**config.mk**
```make
export PLATFORM = sky130hd
export DESIGN_NAME = sram_rr_nport
export DESIGN_NICKNAME = d
export VERILOG_FILES = /design/src/rtl/sram_rr_nport.sv
export SDC_FILE = /design/constraint.sdc
export NUM_CORES = 2
export LEC_CHECK = 0
export BUFFER_PORTS_ARGS = -buffer_cell sky130_fd_sc_hd__buf_2
export CORE_ASPECT_RATIO = 1.2
export CORE_UTILIZATION = 30
export CTS_CLUSTER_DIAMETER = 150
export CTS_CLUSTER_SIZE = 28
export DETAILED_ROUTE_END_ITERATION = 10
export PLACE_DENSITY_LB_ADDON = 0.05
export SYNTH_ARGS = -nofsm -noshare
export SYNTH_HDL_FRONTEND = slang
export SYNTH_SLANG_ARGS = --single-unit
```
**constraint.sdc**
```tcl
create_clock -name i_clk -period 13.8 [get_ports i_clk]
set_clock_uncertainty 0.1 [all_clocks]
set_input_delay 0.69 -clock i_clk [delete_from_list [all_inputs] [get_ports i_clk]]
set_output_delay 0.69 -clock i_clk [all_outputs]
set_load 0.05 [all_outputs]
```
**src/rtl/sram_rr_nport.sv**
```systemverilog
// Single-bank synchronous SRAM shared by NUM_CH requesters via round-robin arbitration.
// One op per cycle, registered read-before-write response; requests are held off during a clear sweep.
module sram_rr_nport #(
  parameter int ADDR_WIDTH = 8,
  parameter int DATA_WIDTH = 8,
  parameter int NUM_CH     = 2,
  parameter int INIT_CLEAR = 1
) (
  input  logic                         i_clk,
  input  logic                         i_rst_n,
  input  logic [NUM_CH-1:0]            i_req_valid,
  output logic [NUM_CH-1:0]            o_req_ready,
  input  logic [NUM_CH-1:0]            i_req_we,
  input  logic [NUM_CH*ADDR_WIDTH-1:0] i_req_addr,
  input  logic [NUM_CH*DATA_WIDTH-1:0] i_req_wdata,
  input  logic [NUM_CH*(DATA_WIDTH/8)-1:0] i_req_be,
  input  logic                         i_clear,
  output logic [NUM_CH-1:0]            o_rsp_valid,
  output logic [DATA_WIDTH-1:0]        o_rsp_rdata,
  output logic                         o_busy
);

  localparam int DEPTH = 2**ADDR_WIDTH;
  localparam int BE_W  = DATA_WIDTH/8;
  localparam int PTR_W = (NUM_CH > 1) ? $clog2(NUM_CH) : 1;

  typedef enum logic [0:0] {ST_IDLE = 1'b0, ST_CLEAR = 1'b1} state_t;

  state_t                  state, state_nxt;
  logic                    init_pend;
  logic [ADDR_WIDTH-1:0]   clr_cnt;
  logic [PTR_W-1:0]        ptr;

  logic [ADDR_WIDTH-1:0]   req_addr_a  [NUM_CH];
  logic [DATA_WIDTH-1:0]   req_wdata_a [NUM_CH];
  logic [BE_W-1:0]         req_be_a    [NUM_CH];

  logic [PTR_W-1:0]        gnt_idx;
  logic [PTR_W-1:0]        cand;
  int                      arb_idx;
  logic                    found;
  logic                    can_grant;
  logic                    accept;

  logic                    mem_we;
  logic [ADDR_WIDTH-1:0]   mem_addr;
  logic [DATA_WIDTH-1:0]   mem_wdata;
  logic [BE_W-1:0]         mem_be;
  logic [DATA_WIDTH-1:0]   mem [DEPTH];

  always_comb begin
    for (int k = 0; k < NUM_CH; k++) begin
      req_addr_a[k]  = i_req_addr[k*ADDR_WIDTH +: ADDR_WIDTH];
      req_wdata_a[k] = i_req_wdata[k*DATA_WIDTH +: DATA_WIDTH];
      req_be_a[k]    = i_req_be[k*BE_W +: BE_W];
    end
  end

  // Search starts one past the last granted channel, giving rotating priority.
  always_comb begin
    gnt_idx = ptr;
    cand    = ptr;
    arb_idx = 0;
    found   = 1'b0;
    for (int i = 1; i <= NUM_CH; i++) begin
      arb_idx = (int'(ptr) + i) % NUM_CH;
      cand    = PTR_W'(arb_idx);
      if (!found && i_req_valid[cand]) begin
        found   = 1'b1;
        gnt_idx = cand;
      end
    end
  end

  // init_pend keeps the first post-reset cycle from granting before the sweep starts.
  assign can_grant   = i_rst_n && (state == ST_IDLE) && !init_pend;
  assign accept      = can_grant && found;
  assign o_req_ready = accept ? (NUM_CH'(1) << gnt_idx) : '0;
  assign o_busy      = (state == ST_CLEAR);

  always_comb begin
    mem_we    = 1'b0;
    mem_addr  = req_addr_a[gnt_idx];
    mem_wdata = req_wdata_a[gnt_idx];
    mem_be    = req_be_a[gnt_idx];
    if (state == ST_CLEAR) begin
      mem_we    = 1'b1;
      mem_addr  = clr_cnt;
      mem_wdata = '0;
      mem_be    = '1;
    end else if (accept && i_req_we[gnt_idx]) begin
      mem_we    = 1'b1;
    end
  end

  always_ff @(posedge i_clk) begin
    if (mem_we) begin
      for (int b = 0; b < BE_W; b++) begin
        if (mem_be[b]) mem[mem_addr][b*8 +: 8] <= mem_wdata[b*8 +: 8];
      end
    end
  end

  always_comb begin
    state_nxt = state;
    case (state)
      ST_IDLE:  if (init_pend || i_clear) state_nxt = ST_CLEAR;
      ST_CLEAR: if (&clr_cnt)             state_nxt = ST_IDLE;
      default:                            state_nxt = ST_IDLE;
    endcase
  end

  always_ff @(posedge i_clk or negedge i_rst_n) begin
    if (!i_rst_n) begin
      state     <= ST_IDLE;
      init_pend <= (INIT_CLEAR != 0);
      clr_cnt   <= '0;
      ptr       <= PTR_W'(NUM_CH-1);
    end else begin
      state <= state_nxt;
      if (state == ST_IDLE && state_nxt == ST_CLEAR) init_pend <= 1'b0;
      if (state == ST_CLEAR) clr_cnt <= clr_cnt + 1'b1;
      if (accept) ptr <= gnt_idx;
    end
  end

  // Response captures the word before this edge's write lands.
  always_ff @(posedge i_clk or negedge i_rst_n) begin
    if (!i_rst_n) begin
      o_rsp_valid <= '0;
      o_rsp_rdata <= '0;
    end else begin
      o_rsp_valid <= o_req_ready;
      if (accept) o_rsp_rdata <= mem[req_addr_a[gnt_idx]];
    end
  end

endmodule
```
==> summary.md <==
| Metric | Value |
|---|---|
| Antenna Violating Nets Remaining | `0` |
| Post-CTS resize count | `0` |
| Crit start category | `register` |
| HP Class | `in2reg` |
| Root cell of the clock tree | `clkbuf_16` |
| Vias/cell | `5.53` |
| # setup viols final | `0` |
| Max Fanout on Critical Path | `79` |
| Core outline area | `0.275 mm2` |
| Initial core utilization | `30.1%` |
| Fin. Hold Viols | `0` |
| Syn Nets | `5622` |
| Min Tclk post-route | `6860 ps` |
| Cell Chain, Critical Path | `nand2b_4 > nand3_4 > nand2_8 > buf_4 > buf_4 > mux4_2 > a22oi_1 > o311ai_1 > a2111oi_2 > o221ai_1 > o311a_1` |
| WHS Endpoint | `o_busy$_DFF_PN0_` |
| Post-synth top area cell | `edfxtp_1` |
| Mapped Cells | `5580` |
| GRT Overall Usage | `23.5%` |
| Total power | `12.3 mW` |
| Leak pwr | `28.7 nW` |
| First-pass GRT wire length | `449 mm` |
| Yosys reg bits | `2069` |
| Maxcap violations | `1` |
| Drt first pass iters | `8` |
| GRT overflow | `0` |
| Hold Crit Start | `i_clear` |
| Post-DP HPWL | `205 mm` |
| Vias in the first global route | `49071` |
| Sequential share of the synthesized area | `74.8%` |
| Worst EP required | `14390 ps` |
| Post-Synthesis Cell Area | `0.0829 mm2` |
| Fin util | `32.8%` |
| FF-to-FF setup slack | `6940 ps` |
| Hold Crit Depth | `3` |
| Relative slew margins | `0.540%` |
| Die area | `0.278 mm2` |
| RD Place Congestion | `0.807` |
| Post-Syn Area per Cell | `14.9 um2` |
| Power Dens Cells | `136 mW/mm2` |
| Crit path kind | `reg2reg` |
| Worst-Margin Slew | `1490 ps` |
| Clock buffer count from CTS | `83` |
| Worst path slowest cell | `a2111oi_2` |
| WL per Instance | `36.2 um` |
| Max Fclk | `146 MHz` |
| Yosys warns | `0` |
| Initial antenna violation count | `21` |
| Die Ht | `578 um` |
| Cell variety after synth | `94` |
| Final worst path period share | `49.7%` |
| Setup TNS | `0 ps` |
| Pin count of the biggest net entering global routing | `184` |
| Number of flops mapped to enable cells by yosys | `2048` |
| # rows | `211` |
| H-tree depth reported by CTS | `3` |
| Die Wd | `482 um` |
| Fillers | `26894` |
| DP Worst Slack | `6500 ps` |
| DR DRC count | `0` |
| Via count | `50782` |
| Fraction of layout cells with a size suffix above 1 | `9.26%` |
| Max-slew violations | `0` |
| Top post-synthesis cells by area | `edfxtp_1 74%, nand2_1 4.3%, mux2i_1 2.0%, a211oi_1 1.9%, mux4_2 1.9%` |
| Reg clk slew, reported paths | `120 ps` |
| Worst R2R Start | `ptr$_DFFE_PN1P_` |
| # nets final | `5555` |
| Clock Path Buffers | `3` |
| Setup ws final | `6940 ps` |
| Slowest stage delay, CP | `940 ps` |
| Synth-to-layout area growth | `8.71%` |
| Worst Path Arrival | `7450 ps` |
| Reg-to-reg critical path endpoint | `o_rsp_rdata[0]$_DFFE_PN0P_` |
| Violated checks | `max-capacitance violations` |
| Skew-Pair Late Insertion Delay | `790 ps` |
| Port Buffers | `53` |
| Worst reg-to-reg path cell count | `11` |
| VDD IR max | `0.0935 mV` |
| Predominant post-synthesis flop cell | `edfxtp_1` |
| Crit-path most repeated cell | `buf_4` |
| # IOs | `54` |
| Yosys top cell area share | `74.2%` |
| CTS tree | `yes` |
| Overall routed net length | `333 mm` |
| Initial drt markers | `5266` |
| RSZ-0062 raised after global routing | `false` |
| Crit path capture type | `register` |
| Register area | `0.0620 mm2` |
| Post-synth ARST share | `1.01%` |
| Status | `finished, violations left` |
| Area of the multi-input gates | `0.0194 mm2` |
| Clock Sinks | `2069` |
-- cells in the final DEF, fill, tap and decap left out, types with 7 or more instances in the layout --
master and n:
a32o_1 12, buf_2 54, nand2_1 937, a22oi_1 34, nand2_2 15, a32oi_1 90
nand4_1 46, nor2_1 309, mux2i_1 169, a221oi_1 48, a22o_1 7, diode_2 7
clkbuf_16 85, o2111ai_1 10, a211oi_1 212, mux4_2 69, clkbuf_1 29, o22ai_1 12
nand3_1 213, nor4_1 14, mux2_2 8, dfrtp_1 18, edfxtp_1 2048, a21oi_4 8
buf_12 11, o221ai_1 19, a2111oi_0 17, nor2_2 7, a21oi_1 149, nand2b_1 24
buf_4 176, a31oi_1 104, o211ai_1 21, a31o_2 12, and3_1 211, a311oi_1 64
nor3_1 17, o21ai_0 84
-- state kept, by name, summed over array words and instances (netlist names) --
register / cells
o_rsp_rdata: 8
init_pend: 1
o_busy: 1
ptr: 1
mem: 2048
o_rsp_valid: 2
clr_cnt: 8
-- worst max-delay path by stage --
stage                    startpoint                          to
floorplan            i_req_valid[0]         mem[0][0]$_DFFE_PP_
detailed placement   i_req_valid[0]  o_rsp_rdata[0]$_DFFE_PN0P_
finish              ptr$_DFFE_PN1P_  o_rsp_rdata[0]$_DFFE_PN0P_
global route        ptr$_DFFE_PN1P_  o_rsp_rdata[0]$_DFFE_PN0P_
global placement     i_req_valid[0]  o_rsp_rdata[0]$_DFFE_PN0P_
CTS                 ptr$_DFFE_PN1P_  o_rsp_rdata[0]$_DFFE_PN0P_
-- layout make-up --
cell class / instances / share of cell area [%]
sequential: 2069 / 68.8
multi-input combinational: 3110 / 21.5
tap: 3621 / 5.03
clock buffer: 114 / 2.48
timing repair buffer: 244 / 2.05
clock inverter: 6 / 0.0708
inverter: 5 / 0.0208
antenna: 7 / 0.0194
-- routing by layer --
metal  wire length, um  up-vias  GRT usage [%]
li1                  -    21464              -
met1            151000    27690           32.9
met2            159000     1378           38.6
met3             15500      248           2.94
met4              7300        2           5.19
met5                14        -              0
-- synth_stat cells (19+ instances only) --
master and number:
a211oi_1 215, a21oi_1 158, a221oi_1 48, a22oi_1 35, a311oi_1 65, a31oi_1 105, a32oi_1 90, and3_1 212
buf_1 25, buf_2 151, buf_4 36, clkbuf_1 173, dfrtp_1 19, edfxtp_1 2048, mux2i_1 169, mux4_2 69
nand2_1 955, nand2b_1 25, nand3_1 214, nand4_1 46, nor2_1 318, o211ai_1 21, o21ai_0 86, o221ai_1 19
-- per-stage QoR --
stage | std cells | instance area (um2) | hold slack [ps]
global placement | 9043 | 87700 | 412
finish | 9176 | 90100 | 290
floorplan | 5580 | 82900 | 294
global route | 9171 | 90100 | 265
detailed placement | 9047 | 87800 | 411
CTS | 9168 | 90100 | 246
-- where the power goes --
group          internal [mW]  leakage (nW)  switching [mW]
sequential              6.92          19.4          0.0469
combinational          0.465          8.21            1.62
clock                   1.16          1.11            2.05
-- logic make-up after synthesis --
logic type / Yosys count / synth area share (%)
DFF: 2069 / 74.8
and+or+nand+nor: 1857 / 9.98
AOI/OAI and AO/OA: 999 / 8.79
buffers and inverters: 401 / 2.31
muxes: 246 / 4.02
xor gates and xnor gates: 7 / 0.0740
adders and majority gates: 1 / 0.0151
-- repair_timing --
item | in CTS | in global routing
hold buffers | 1 | 0
hold endpoints to repair | 19 | 0
setup buffers | 0 | 0
-- worst max-delay path, delay by kind of cell, from the launching register on --
| kind | cells | cell delay (ps) |
|---|---|---|
| buffers and inverters | 2 | 1400 |
| multiplexers | 1 | 580 |
| flip-flops | 1 | 590 |
| AO/OA/AOI/OAI | 5 | 1990 |
| AND/OR/NAND/NOR | 3 | 1830 |
(Power assumes the default switching activity.)
